### src/rtl/dmem_arbiter.sv
`timescale 1ns/1ps
`default_nettype none
// ============================================================================
// Module      : dmem_arbiter
// Description : Two-requester data-memory arbiter with burst-limited fairness,
//               store alignment checking and registered load responses.
// Revision    : 1.0 - initial release
// ============================================================================
module dmem_arbiter #(
  parameter int MAX_BURST = 4
) (
  input  logic        clk,
  input  logic        reset,
  input  logic        r0_req,
  input  logic [1:0]  r0_we,
  input  logic [31:0] r0_addr,
  input  logic [31:0] r0_wdata,
  output logic        r0_gnt,
  output logic        r0_rvalid,
  output logic [31:0] r0_rdata,
  output logic        r0_err,
  input  logic        r1_req,
  input  logic [1:0]  r1_we,
  input  logic [31:0] r1_addr,
  input  logic [31:0] r1_wdata,
  output logic        r1_gnt,
  output logic        r1_rvalid,
  output logic [31:0] r1_rdata,
  output logic        r1_err,
  output logic [1:0]  m_we,
  output logic [31:0] m_a,
  output logic [31:0] m_wd,
  input  logic [31:0] m_rd
);

  localparam int            CW      = $clog2(MAX_BURST) + 1;
  localparam logic [CW-1:0] MAX_CNT = CW'(MAX_BURST);
  localparam logic [1:0]    OP_LW   = 2'b00;
  localparam logic [1:0]    OP_SW   = 2'b01;
  localparam logic [1:0]    OP_SH   = 2'b10;

  typedef enum logic [1:0] {
    IDLE  = 2'd0,
    HOLD0 = 2'd1,
    HOLD1 = 2'd2
  } state_t;

  state_t        state, state_nxt;
  logic [CW-1:0] burst_cnt, burst_cnt_nxt, cnt_inc;
  logic          gnt0, gnt1, any_gnt, misaligned;
  logic [1:0]    sel_we;
  logic [31:0]   sel_addr, sel_wdata;
  logic [31:0]   hold_a, hold_wd;
  logic          resp_valid, resp_owner, resp_err;
  logic [31:0]   rdata0_q, rdata1_q;

  always_ff @(posedge clk or posedge reset) begin
    if (reset) begin
      state     <= IDLE;
      burst_cnt <= '0;
    end else begin
      state     <= state_nxt;
      burst_cnt <= burst_cnt_nxt;
    end
  end

  // Grants are masked while reset is high so nothing reaches memory.
  always_comb begin
    gnt0          = 1'b0;
    gnt1          = 1'b0;
    state_nxt     = state;
    burst_cnt_nxt = burst_cnt;
    cnt_inc       = '0;
    if (!reset) begin
      if (r0_req && r1_req) begin
        case (state)
          HOLD0:   if (burst_cnt < MAX_CNT) gnt0 = 1'b1; else gnt1 = 1'b1;
          HOLD1:   if (burst_cnt < MAX_CNT) gnt1 = 1'b1; else gnt0 = 1'b1;
          default: gnt0 = 1'b1;
        endcase
      end else begin
        gnt0 = r0_req;
        gnt1 = r1_req;
      end
    end
    // On the last allowed grant of a contested burst, hand ownership over
    // with a zero count so the new holder gets a full burst.
    if (gnt0) begin
      cnt_inc = (state != HOLD0) ? CW'(1) :
                (burst_cnt >= MAX_CNT) ? MAX_CNT : burst_cnt + CW'(1);
      if (r1_req && (cnt_inc == MAX_CNT)) begin
        state_nxt     = HOLD1;
        burst_cnt_nxt = '0;
      end else begin
        state_nxt     = HOLD0;
        burst_cnt_nxt = cnt_inc;
      end
    end else if (gnt1) begin
      cnt_inc = (state != HOLD1) ? CW'(1) :
                (burst_cnt >= MAX_CNT) ? MAX_CNT : burst_cnt + CW'(1);
      if (r0_req && (cnt_inc == MAX_CNT)) begin
        state_nxt     = HOLD0;
        burst_cnt_nxt = '0;
      end else begin
        state_nxt     = HOLD1;
        burst_cnt_nxt = cnt_inc;
      end
    end else if (!r0_req && !r1_req) begin
      burst_cnt_nxt = '0;
    end
  end

  always_comb begin
    any_gnt    = gnt0 | gnt1;
    sel_we     = gnt1 ? r1_we    : r0_we;
    sel_addr   = gnt1 ? r1_addr  : r0_addr;
    sel_wdata  = gnt1 ? r1_wdata : r0_wdata;
    misaligned = ((sel_we == OP_SW) && (sel_addr[1:0] != 2'b00)) ||
                 ((sel_we == OP_SH) && sel_addr[0]);
    m_we       = (any_gnt && !misaligned) ? sel_we : OP_LW;
    m_a        = any_gnt ? sel_addr  : hold_a;
    m_wd       = any_gnt ? sel_wdata : hold_wd;
  end

  always_ff @(posedge clk or posedge reset) begin
    if (reset) begin
      hold_a     <= '0;
      hold_wd    <= '0;
      resp_valid <= 1'b0;
      resp_owner <= 1'b0;
      resp_err   <= 1'b0;
      rdata0_q   <= '0;
      rdata1_q   <= '0;
    end else begin
      resp_valid <= any_gnt;
      resp_owner <= gnt1;
      resp_err   <= any_gnt & misaligned;
      if (any_gnt) begin
        hold_a  <= sel_addr;
        hold_wd <= sel_wdata;
      end
      if (gnt0 && (r0_we == OP_LW)) rdata0_q <= m_rd;
      if (gnt1 && (r1_we == OP_LW)) rdata1_q <= m_rd;
    end
  end

  assign r0_gnt    = gnt0;
  assign r1_gnt    = gnt1;
  assign r0_rvalid = resp_valid & ~resp_owner;
  assign r1_rvalid = resp_valid &  resp_owner;
  assign r0_err    = r0_rvalid & resp_err;
  assign r1_err    = r1_rvalid & resp_err;
  assign r0_rdata  = rdata0_q;
  assign r1_rdata  = rdata1_q;

endmodule
`default_nettype wire

### config.mk
export PLATFORM = sky130hd
export DESIGN_NAME = dmem_arbiter
export DESIGN_NICKNAME = d
export VERILOG_FILES = /design/src/rtl/dmem_arbiter.sv
export SDC_FILE = /design/constraint.sdc
export NUM_CORES = 1
export LEC_CHECK = 0
export CAP_MARGIN = 25
export CELL_PAD_IN_SITES_DETAIL_PLACEMENT = 1
export CELL_PAD_IN_SITES_GLOBAL_PLACEMENT = 1
export CORE_ASPECT_RATIO = 1.2
export CORE_MARGIN = 2
export CORE_UTILIZATION = 30
export CTS_BUF_LIST = sky130_fd_sc_hd__clkbuf_16
export CTS_CLUSTER_DIAMETER = 40
export CTS_CLUSTER_SIZE = 10
export DETAILED_ROUTE_END_ITERATION = 10
export GPL_TIMING_DRIVEN = 0
export PLACE_DENSITY_LB_ADDON = 0.1
export SLEW_MARGIN = 20
export SYNTH_ARGS = -nofsm -noshare
export SYNTH_HDL_FRONTEND = slang
export SYNTH_SLANG_ARGS = --single-unit
### constraint.sdc
create_clock -name clk -period 5.4 [get_ports clk]
set_input_delay 0.81 -clock clk [delete_from_list [all_inputs] [get_ports clk]]
set_output_delay 0.81 -clock clk [all_outputs]
set_load 0.01 [all_outputs]
==> reports/results.tsv <==
stage	metric	value	unit
outcome	status	finished, final reports clean	
critical_path	critical path class	input pin to primary output	
critical_path	crit end category	primary output	
placed_design	dpl ws	925.0	ps
pwr	clock share of power	24.6	%
sta	Slew Limit Fails	0	
route	WL/cell	19.42	um
sta	Hold WS	491.8	ps
finish	area grow syn2layout	65.12	%
critical_path	CP arrival	3640	ps
critical_path	r2r setup slk	2810	ps
sta	Worst slew margin	63.52	%
global_route	largest net degree at the start of global routing	73	
clock_network	hold buffer count at CTS	0	
placed_design	placed insts	1061	
pwr	Flop pwr share	35.5	%
route	Vias/cell	4.835	
min_path	HP Class	flop to flop	
critical_path	crit-path max FO	11	
job	# Max-Cap Violations	0	
clock_network	CTS resizes	0	
sta	clock skew	9.925	ps
synthesis	Distinct cells, synth	35	
sta	setup_tns	0	ps
min_path	Hold Path Cell Cnt	1	
clock_network	clk sinks	136	
route	DR vias	5289	
clock_network	CTS Root Cell	clkbuf_16	
synthesis	part of the Yosys area used for sequential elements	56.47	%
sta	Max Fclk	224.7	MHz
route	Antenna Nets Post-Route	0	
clock_network	Worst-Skew Late Latency	410	ps
pwr	Psw	1.344	mW
critical_path	CP required	4590	ps
clock_network	clock-pin slew on the worst setup and hold paths	60	ps
sta	Hold Fails Final Rpt	0	
sta	setup ws final	949.2	ps
finish	post-layout instance count excluding filler cells	1094	
clock_network	CTS Buffer Depth	2	
clock_network	setup bufs post-CTS	0	
sta	crit path time final	4451	ps
route	Detailed Route Iter0 Violations	197	
sta	Tcrit/Tclk final	82.42	%
critical_path	reg-to-reg endpoint	r1_rdata[31]	
finish	commonest cells after routing, fill and taps aside	clkdlybuf4s50_1 (303), dfrtp_1 (136), mux2i_1 (69)	
pwr	combinational power share	39.9	%
critical_path	delay-heaviest family, CP	buffers and inverters	
global_route	total gr overflow	0	
global_route	gr usage total	20.32	%
placed_design	Final Wtd Congestion	0.7900	
min_path	hold worst-path end	r1_rdata[5]	
die	Die Span X	133.4	um
die	IO Pins	304	
sta	Final setup viols	0	
placed_design	# port buffers	303	
finish	Nets	991	
finish	commonest non-fill, non-tap cell in the layout	clkdlybuf4s50_1	
finish	Post-Route Utilization	50.73	%
die	Starting Density	30.72	%
die	row cnt	56	
synthesis	post-synthesis cell area	0.006027	mm^2
critical_path	CP most frequent cell	clkdlybuf4s50_1	
synthesis	Syn Area/Cell	12.15	um^2
critical_path	Crit Reg-Reg Startpoint	state[0]	
global_route	vias in the first global route	6085	
critical_path	CP Launch Type	input pin	
pwr	cell-internal power	2.910	mW
critical_path	R2R depth	8	
synthesis	Yosys reg bits	136	
pwr	sw frac	31.59	%
pwr	Final Power	4.254	mW
route	WL final	21250	um
critical_path	CP max stage cell	clkdlybuf4s50_1	
clock_network	CTS tree	yes	
pwr	pwr dens	427.4	mW/mm^2
synthesis	Post-Synthesis Net Count	668	
finish	share of post-route cells with drive strength above 1	14.66	%
min_path	hold path startpoint	r1_rdata[5]	
die	core footprint	0.01962	mm^2
global_route	initial antenna violation count	1	
synthesis	synth warn	0	
synthesis	Post-Syn Instances	496	
placed_design	Post-Place Cell Area	0.009422	mm^2
critical_path	Buf/Inv on CP	5	
global_route	first-pass GRT wire length	33690	um
die	die height	159.3	um
route	Pre-Repair DR Iteration Count	4	
finish	Final Cell Area	0.009952	mm^2
route	DRC	0	
critical_path	crit-path cells	clkdlybuf4s50_1, a311oi_1, buf_4, buf_2, buf_1, nand2_1, o21ai_0, clkdlybuf4s50_1	
sta	RSZ-0062 raised after global routing	false	
sta	Worst Max-Slew Pin Slew	547.2	ps
clock_network	H-tree lvl count	4	
pwr	peak supply drop	214.2	uV
placed_design	DPL Wire Length	16220	um
clock_network	Inserted Clock Buffers	17	
die	die footprint	0.02124	mm^2
critical_path	Worst path max stage delay	630	ps
pwr	leakage power	4.019	nW
-- cells by family after synthesis --
logic type	share of synthesized area (%)
and+or+nand+nor	8.097
muxes	23.42
DFF	56.47
buffers and inverters	3.695
adders and majority gates	0.8304
AOI/OAI and AO/OA	7.204
xor gates and xnor gates	0.2907
-- state kept, by name, summed over array words and instances (netlist names), 2 cells and up --
name / flops
r1_rdata: 32
burst_cnt: 3
hold_a: 32
r0_rdata: 32
hold_wd: 32
state: 2
-- routing by layer --
metal	track usage (%)	vias to the layer above	share of wire, %
li1	-	2411	-
met5	0	-	0
met2	36.79	192	52
met4	7.640	0	3.0
met1	20.99	2647	36
met3	8.055	39	8.2
-- area by class of cell --
cell class,count,area [um^2]
well taps,261,326.6
repair buffers,304,3060
clock inverters,15,102.6
fillers,2056,9667
diodes,1,2.502
inverters,9,41.29
plain buffers,35,188.9
flip-flops and latches,136,3403
multi-input cells,316,2401
clock buffers,17,425.4
-- worst max-delay path by stage --
stage / endpoint / cells past startpoint / from / slack, ps
finish: m_wd[12] / 8 / reset / 950
global route: m_wd[18] / 8 / reset / 720
CTS: m_wd[12] / 8 / reset / 890
detailed placement: m_wd[18] / 8 / reset / 920
global placement: r1_rdata[8] / 2 / reset / -1220
floorplan: burst_cnt[0] / 1 / reset / 950
-- synth_stat cells (all sizes together) --
cell type | instances | area (um^2)
nor3 | 47 | 235.2
o31ai | 1 | 7.510
mux2 | 64 | 720.7
inv | 9 | 33.78
and3b | 3 | 26.28
and2 | 4 | 25.02
clkbuf | 6 | 22.52
ha | 4 | 50.05
nor4b | 1 | 8.760
dfrtp | 136 | 3403
nand2b | 1 | 6.260
a311oi | 1 | 8.760
nor2 | 6 | 22.52
and3 | 1 | 6.260
nor2b | 2 | 12.51
nand4b | 2 | 17.52
o221ai | 1 | 8.760
a31oi | 3 | 18.77
a211oi | 1 | 7.510
o2bb2ai | 1 | 8.760
a21oi | 49 | 245.2
o21ai | 24 | 120.1
buf | 29 | 166.4
o31a | 1 | 8.760
nand2 | 25 | 96.35
nand3 | 1 | 5.000
nor3b | 2 | 26.28
xor2 | 2 | 17.52
mux2i | 69 | 690.7
-- power by group through the flow --
stage | sequential (mW) | clock [mW] | combinational (mW)
after floorplan | 1.58 | 0 | 0.616
after global placement | 1.50 | 0 | 1.67
after detailed placement | 1.53 | 0 | 1.71
after CTS | 1.52 | 1.08 | 1.72
after global routing | 1.55 | 1.12 | 1.83
final | 1.51 | 1.05 | 1.70
No activity file was read; power rests on OpenSTA's default activity.
==> variant 1, RTL diff (same flow settings) <==
Put a register stage on the outputs `r0_err` and `r1_err`, with the module's reset. The values now appear one clock later. The other outputs are not delayed to match.
--- a/src/rtl/dmem_arbiter.sv
+++ b/src/rtl/dmem_arbiter.sv
@@ -149,6 +149,13 @@
   assign r0_rvalid = resp_valid & ~resp_owner;
   assign r1_rvalid = resp_valid &  resp_owner;
-  assign r0_err    = r0_rvalid & resp_err;
-  assign r1_err    = r1_rvalid & resp_err;
+  always_ff @(posedge clk or posedge reset) begin
+    if (reset) begin
+      r0_err <= '0;
+      r1_err <= '0;
+    end else begin
+      r0_err <= r0_rvalid & resp_err;
+      r1_err <= r1_rvalid & resp_err;
+    end
+  end
   assign r0_rdata  = rdata0_q;
   assign r1_rdata  = rdata1_q;
Function: changed (Yosys sat finds a counterexample within 4 cycles, from zero or initial values and one cycle with reset high).
==> variant 1 against the original RTL <==
- clock skew fell by 2.2 ps
- wire length rose by 0.32%
- area after synthesis rose by 0.83%
- cell count rose by 0.46%
- global-route usage fell by 0.21 points
- setup slack improved by 6.3 ps
- cell area rose by 0.89%
- total power rose by 2.0%
- sequential cell count rose by 2
- clock power rose by 7%
- critical endpoint is now m_wd[9]
- largest power group unchanged
==> variant 1: results (changes against the original RTL) <==
- Vias: 5,208 (-1.5%)
- Skew-Pair Late Insertion Delay: 420 ps
- Net count, final: 993 (+0.20%)
- P_leak: 4.057 nW (+0.95%)
- Largest net degree at the start of global routing: 71 (-2.7%)
- CP Capture Point: m_wd[9]
- Post-synth top cells: dfrtp_1 (138), mux2i_1 (69), mux2_2 (62)
- PD cells: 432.1 mW/mm2 (+1.1%)
- Pins Over Slew Limit: 0 (unchanged)
- Switching power share of the total: 0.3129 (-0.002985)
- Number of global-route vias before repair: 6,034 (-0.84%)
- Syn nets: 670 (+0.30%)
- Post-DP HPWL: 16,350 um (+0.78%)
- Worst setup path start: reset
- Area contributors post-synth: dfrtp_1 (57%), mux2_2 (11%), mux2i_1 (11%)
- Post-Place Worst Slack: 920.9 ps (-4.115 ps)
- Mux cell area share after synthesis: 0.2322 (-0.001929)
- Synth Area in XOR/XNOR: 0.002882 (-0.00002394)
- Compound-cell area share of the yosys netlist: 0.07144 (-0.0005933)
- CTS HTree Levels: 4 (unchanged)
- VDD IR max: 0.0002334 V (+9.0%)
- DRT iter0 DRCs: 109 (-45%)
- Initial antenna violation count: 0 (-1)
- Fin cells: 1,099 (+0.46%)
- Crit path max fanout: 11 (unchanged)
- Wire per inst: 19.39 um (-0.14%)
- Diode count: 0 (-1)
- Least-Margin Pin Slew: 524.9 ps (-22.34 ps)
- Top_reg_cell synth: dfrtp_1
- Layout cell share with drive strength beyond 1: 0.1487 (+0.002046)
- Worst r2r dst: r1_rdata[11]
- Adder-cell share of the synthesized area: 0.008236 (-0.00006839)
- Root Buffer: clkbuf_16
- WP data arrival: 3630 ps (about the same)
- Reg-to-reg startpoint: state[1]
- Routability cong.: 0.7847 (-0.67%)
- Final WS setup: 955.6 ps (+6.308 ps)
- Total track usage: 0.2011 (-0.002148)
- Syn avg cell area: 12.20 um2 (+0.43%)
- Fillers: 2,109 (+2.6%)
- Reg power frac: 0.352 (-0.003)
- First-pass GRT wire length: 32,960 um (-2.2%)
- Run status: complete, no violations
- Seq/Total Area, Yosys: 0.5683 (+0.003585)
[variant 1: cell types whose count changed in the layout (fill, tap and decap cells not counted), sizes merged]
cell      before  now
dfrtp        136  138
clkinv         7    3
diode          1    0
bufinv         0    1
inv           15   17
clkinvlp       2    3
[variant 1: how the worst min path moves through the flow]
stage | startpoint | end | slack, ps | cells after the start
after global routing | r1_rdata[21] | r1_rdata[21] | 530 | 1
after floorplan | resp_owner | r0_err | 430 | 1
after global placement | r1_rdata[5] | r1_rdata[5] | 470 | 1
final | r1_rdata[5] | r1_rdata[5] | 490 | 1
after detailed placement | r1_rdata[5] | r1_rdata[5] | 490 | 1
after CTS | r1_rdata[5] | r1_rdata[5] | 500 | 1
[variant 1: metrics by stage]
stage | util | instance area [um2] | hold slack [ps]
2_1_floorplan | - | 6077 | 428.0
3_3_place_gp | 0.4711 | 9442 | 471.5
3_5_place_dp | 0.4729 | 9477 | 489.0
4_1_cts | 0.5010 | 10040 | 504.5
5_1_grt | 0.5010 | 10040 | 525.2
6_report | 0.5010 | 10040 | 492.4
[variant 1: worst reg2reg max path, cell delays in order (launching register included)]
cell      delay [ps]
dfrtp_1          390
inv_1             80
ha_1             290
nand2_1          110
a311oi_1         270
buf_4            240
nor3b_4          490
buf_6            240
mux2_2           360
[variant 1: final cells by class]
class	count	area share
well taps	265	0.03302
repair buffers	304	0.3048
clock inverters	15	0.01383
inverters	9	0.004112
plain buffers	35	0.01882
clock buffers	17	0.04237
flip-flops and latches	138	0.3439
multi-input cells	316	0.2391
[variant 1: metal layers]
layer | routed length, um | GRT usage
met1 | 7477 | 0.2024
met2 | 11420 | 0.3681
met3 | 1859 | 0.08000
met4 | 554 | 0.07785
met5 | 0 | 0
==> variant 2, RTL diff (same flow settings) <==
Without the edit above. `MAX_BURST`: 4 -> 2.
--- a/src/rtl/dmem_arbiter.sv
+++ b/src/rtl/dmem_arbiter.sv
@@ -8,5 +8,5 @@
 // ============================================================================
 module dmem_arbiter #(
-  parameter int MAX_BURST = 4
+  parameter int MAX_BURST = 2
 ) (
   input  logic        clk,
Behaviour: not the same (Yosys sat finds a counterexample within 4 cycles, from zero or initial values and one cycle with reset high).
==> variant 2 against the original RTL <==
- area after synthesis is 2.5% lower
- sequential power rose by 7%
- cell area shrank 0.85%
- non-clock buffer count up 1
- setup slack got worse by 50 ps
- global-route usage is 0.11 points higher
- total power is 15% higher
- via count up 2.1%
- register-to-register slack gained 120 ps
- cell count is 4.7% higher
- sequential cell count shrank 1
- wire length is 0.19% lower
- synthesized cell count increased by 10%
- first-iteration DRC count decreased by 10%
==> variant 2: results (changes against the original RTL) <==
- VDD IR max: 0.0002124 V (-0.84%)
- Run status: complete, no violations
- Postcts setup bufs: 0 (unchanged)
- TritonCTS Buffers: 17 (unchanged)
- Worst r2r path cells: 10 (+2)
- WP data arrival: 3690 ps (+50 ps)
- Seq/Total Area, Yosys: 0.5747 (+0.01005)
- Hold Slack: 495.9 ps (+4.035 ps)
- Placed cell count: 1,113 (+4.9%)
- First-pass GRT wire length: 33,020 um (-2.0%)
- Largest net degree at the start of global routing: 85 (+16%)
- R2R Setup Slk: 2930 ps (+120 ps)
- Drt pass-1 iters: 4 (unchanged)
- Async S/R FF share, synth: 1.000 (unchanged)
- Vias/cell: 4.714 (-2.5%)
- Crit path max fanout: 10 (-1)
- Hold depth: 1 (unchanged)
- Syn nets: 718 (+7.5%)
- Slowest stage cell, crit path: clkdlybuf4s50_1
- Worst r2r dst: hold_wd[23]
- Worst Skew: 9.740 ps (-0.1858 ps)
- Post-synth top cells: dfrtp_1 (135), a21oi_1 (132), nand2_1 (73)
- Layout cell share with drive strength beyond 1: 0.1312 (-0.01541)
- DRT iter0 DRCs: 177 (-10%)
- CTS clk-pin slew, worst paths: 60 ps (about the same)
- Vias: 5,398 (+2.1%)
- Initial antenna violation count: 0 (-1)
- Routability cong.: 0.8327 (+5.4%)
- Hold endpoint: r1_rdata[12]
- Syn avg cell area: 10.73 um2 (-12%)
- Placed instance area: 0.009273 mm2 (-1.6%)
- Wire per inst: 18.52 um (-4.6%)
- Hold path startpoint: r1_rdata[12]
- P_leak: 4.280 nW (+6.5%)
- Skew-Pair Late Insertion Delay: 420 ps
- CP peak stage delay: 610 ps (-20 ps)
- Reg-to-reg startpoint: state[0]
- Worst min path class: flop to flop
- Critical path's top delay family: buffers and inverters
- CTS max path bufs: 2 (unchanged)
- Root Buffer: clkbuf_16
- Post-DP HPWL: 16,230 um (about the same)
- Net count, final: 1,041 (+5.0%)
- Diode count: 0 (-1)
- Number of global-route vias before repair: 6,084 (-0.016%)
- Syn. warnings: 0 (unchanged)
- CTS HTree Levels: 4 (unchanged)
- IO Port Bufs: 303 (unchanged)
- Headroom to the max-slew limit: 0.6089 (-0.02625)
- Resized Gates After CTS: 0 (unchanged)
- Area contributors post-synth: dfrtp_1 (57%), a21oi_1 (11%), mux2_4 (7.7%)
- Total track usage: 0.2043 (+0.001078)
- Cell variety after synth: 34 (-2.9%)
==> variant 2: worst max-delay path by stage <==
stage	start	endpoint	slack (ps)	cells after the start
2_1_floorplan	reset	burst_cnt[0]	980	1
3_3_place_gp	reset	r1_rdata[8]	-1150	2
3_5_place_dp	reset	m_wd[23]	890	10
4_1_cts	reset	m_wd[23]	870	10
5_1_grt	r0_req	m_wd[23]	740	9
6_report	reset	m_wd[20]	900	10
==> variant 2: report_power, final <==
group          internal, mW  switching, mW
sequential             1.44          0.183
combinational          1.20          0.891
clock                 0.692          0.483
==> variant 2: layout make-up <==
type | count | area, um2
buffer | 36 | 187.7
clock buffer | 17 | 425.4
clock inverter | 15 | 168.9
fill | 2126 | 9542
inverter | 6 | 30.03
multi-input combinational | 371 | 2290
sequential | 135 | 3378
tap | 261 | 326.6
timing repair buffer | 304 | 3060
==> variant 2: through the flow <==
stage | worst slack (ps) | power [mW] | utilization
floorplan | 978.9 | 2.506 | -
global placement | -1147 | 3.664 | 0.4760
detailed placement | 892.6 | 3.743 | 0.4778
CTS | 873.4 | 4.953 | 0.5084
global route | 742.0 | 5.169 | 0.5084
finish | 898.9 | 4.884 | 0.5084
==> variant 2: kinds of logic (layout without fill, tap and decap cells) <==
kind of cell             Yosys count  after routing  synth area share
AND/OR/NAND/NOR                  155            155            0.1071
AO/OA/AOI/OAI                    146            146            0.1298
flip-flops                       135            135            0.5747
multiplexers                      66             66            0.1454
buffers and inverters             42            378           0.03576
adder cells (fa/ha/maj)            2              2          0.004256
XOR/XNOR                           2              2          0.002981
==> variant 2: metal layers <==
metal | up-vias | GRT usage | share of wire
met3 | 22 | 0.06892 | 0.071
met2 | 206 | 0.3715 | 0.52
met5 | - | 0 | 0
met4 | 0 | 0.05694 | 0.016
met1 | 2657 | 0.2286 | 0.40
li1 | 2513 | - | -
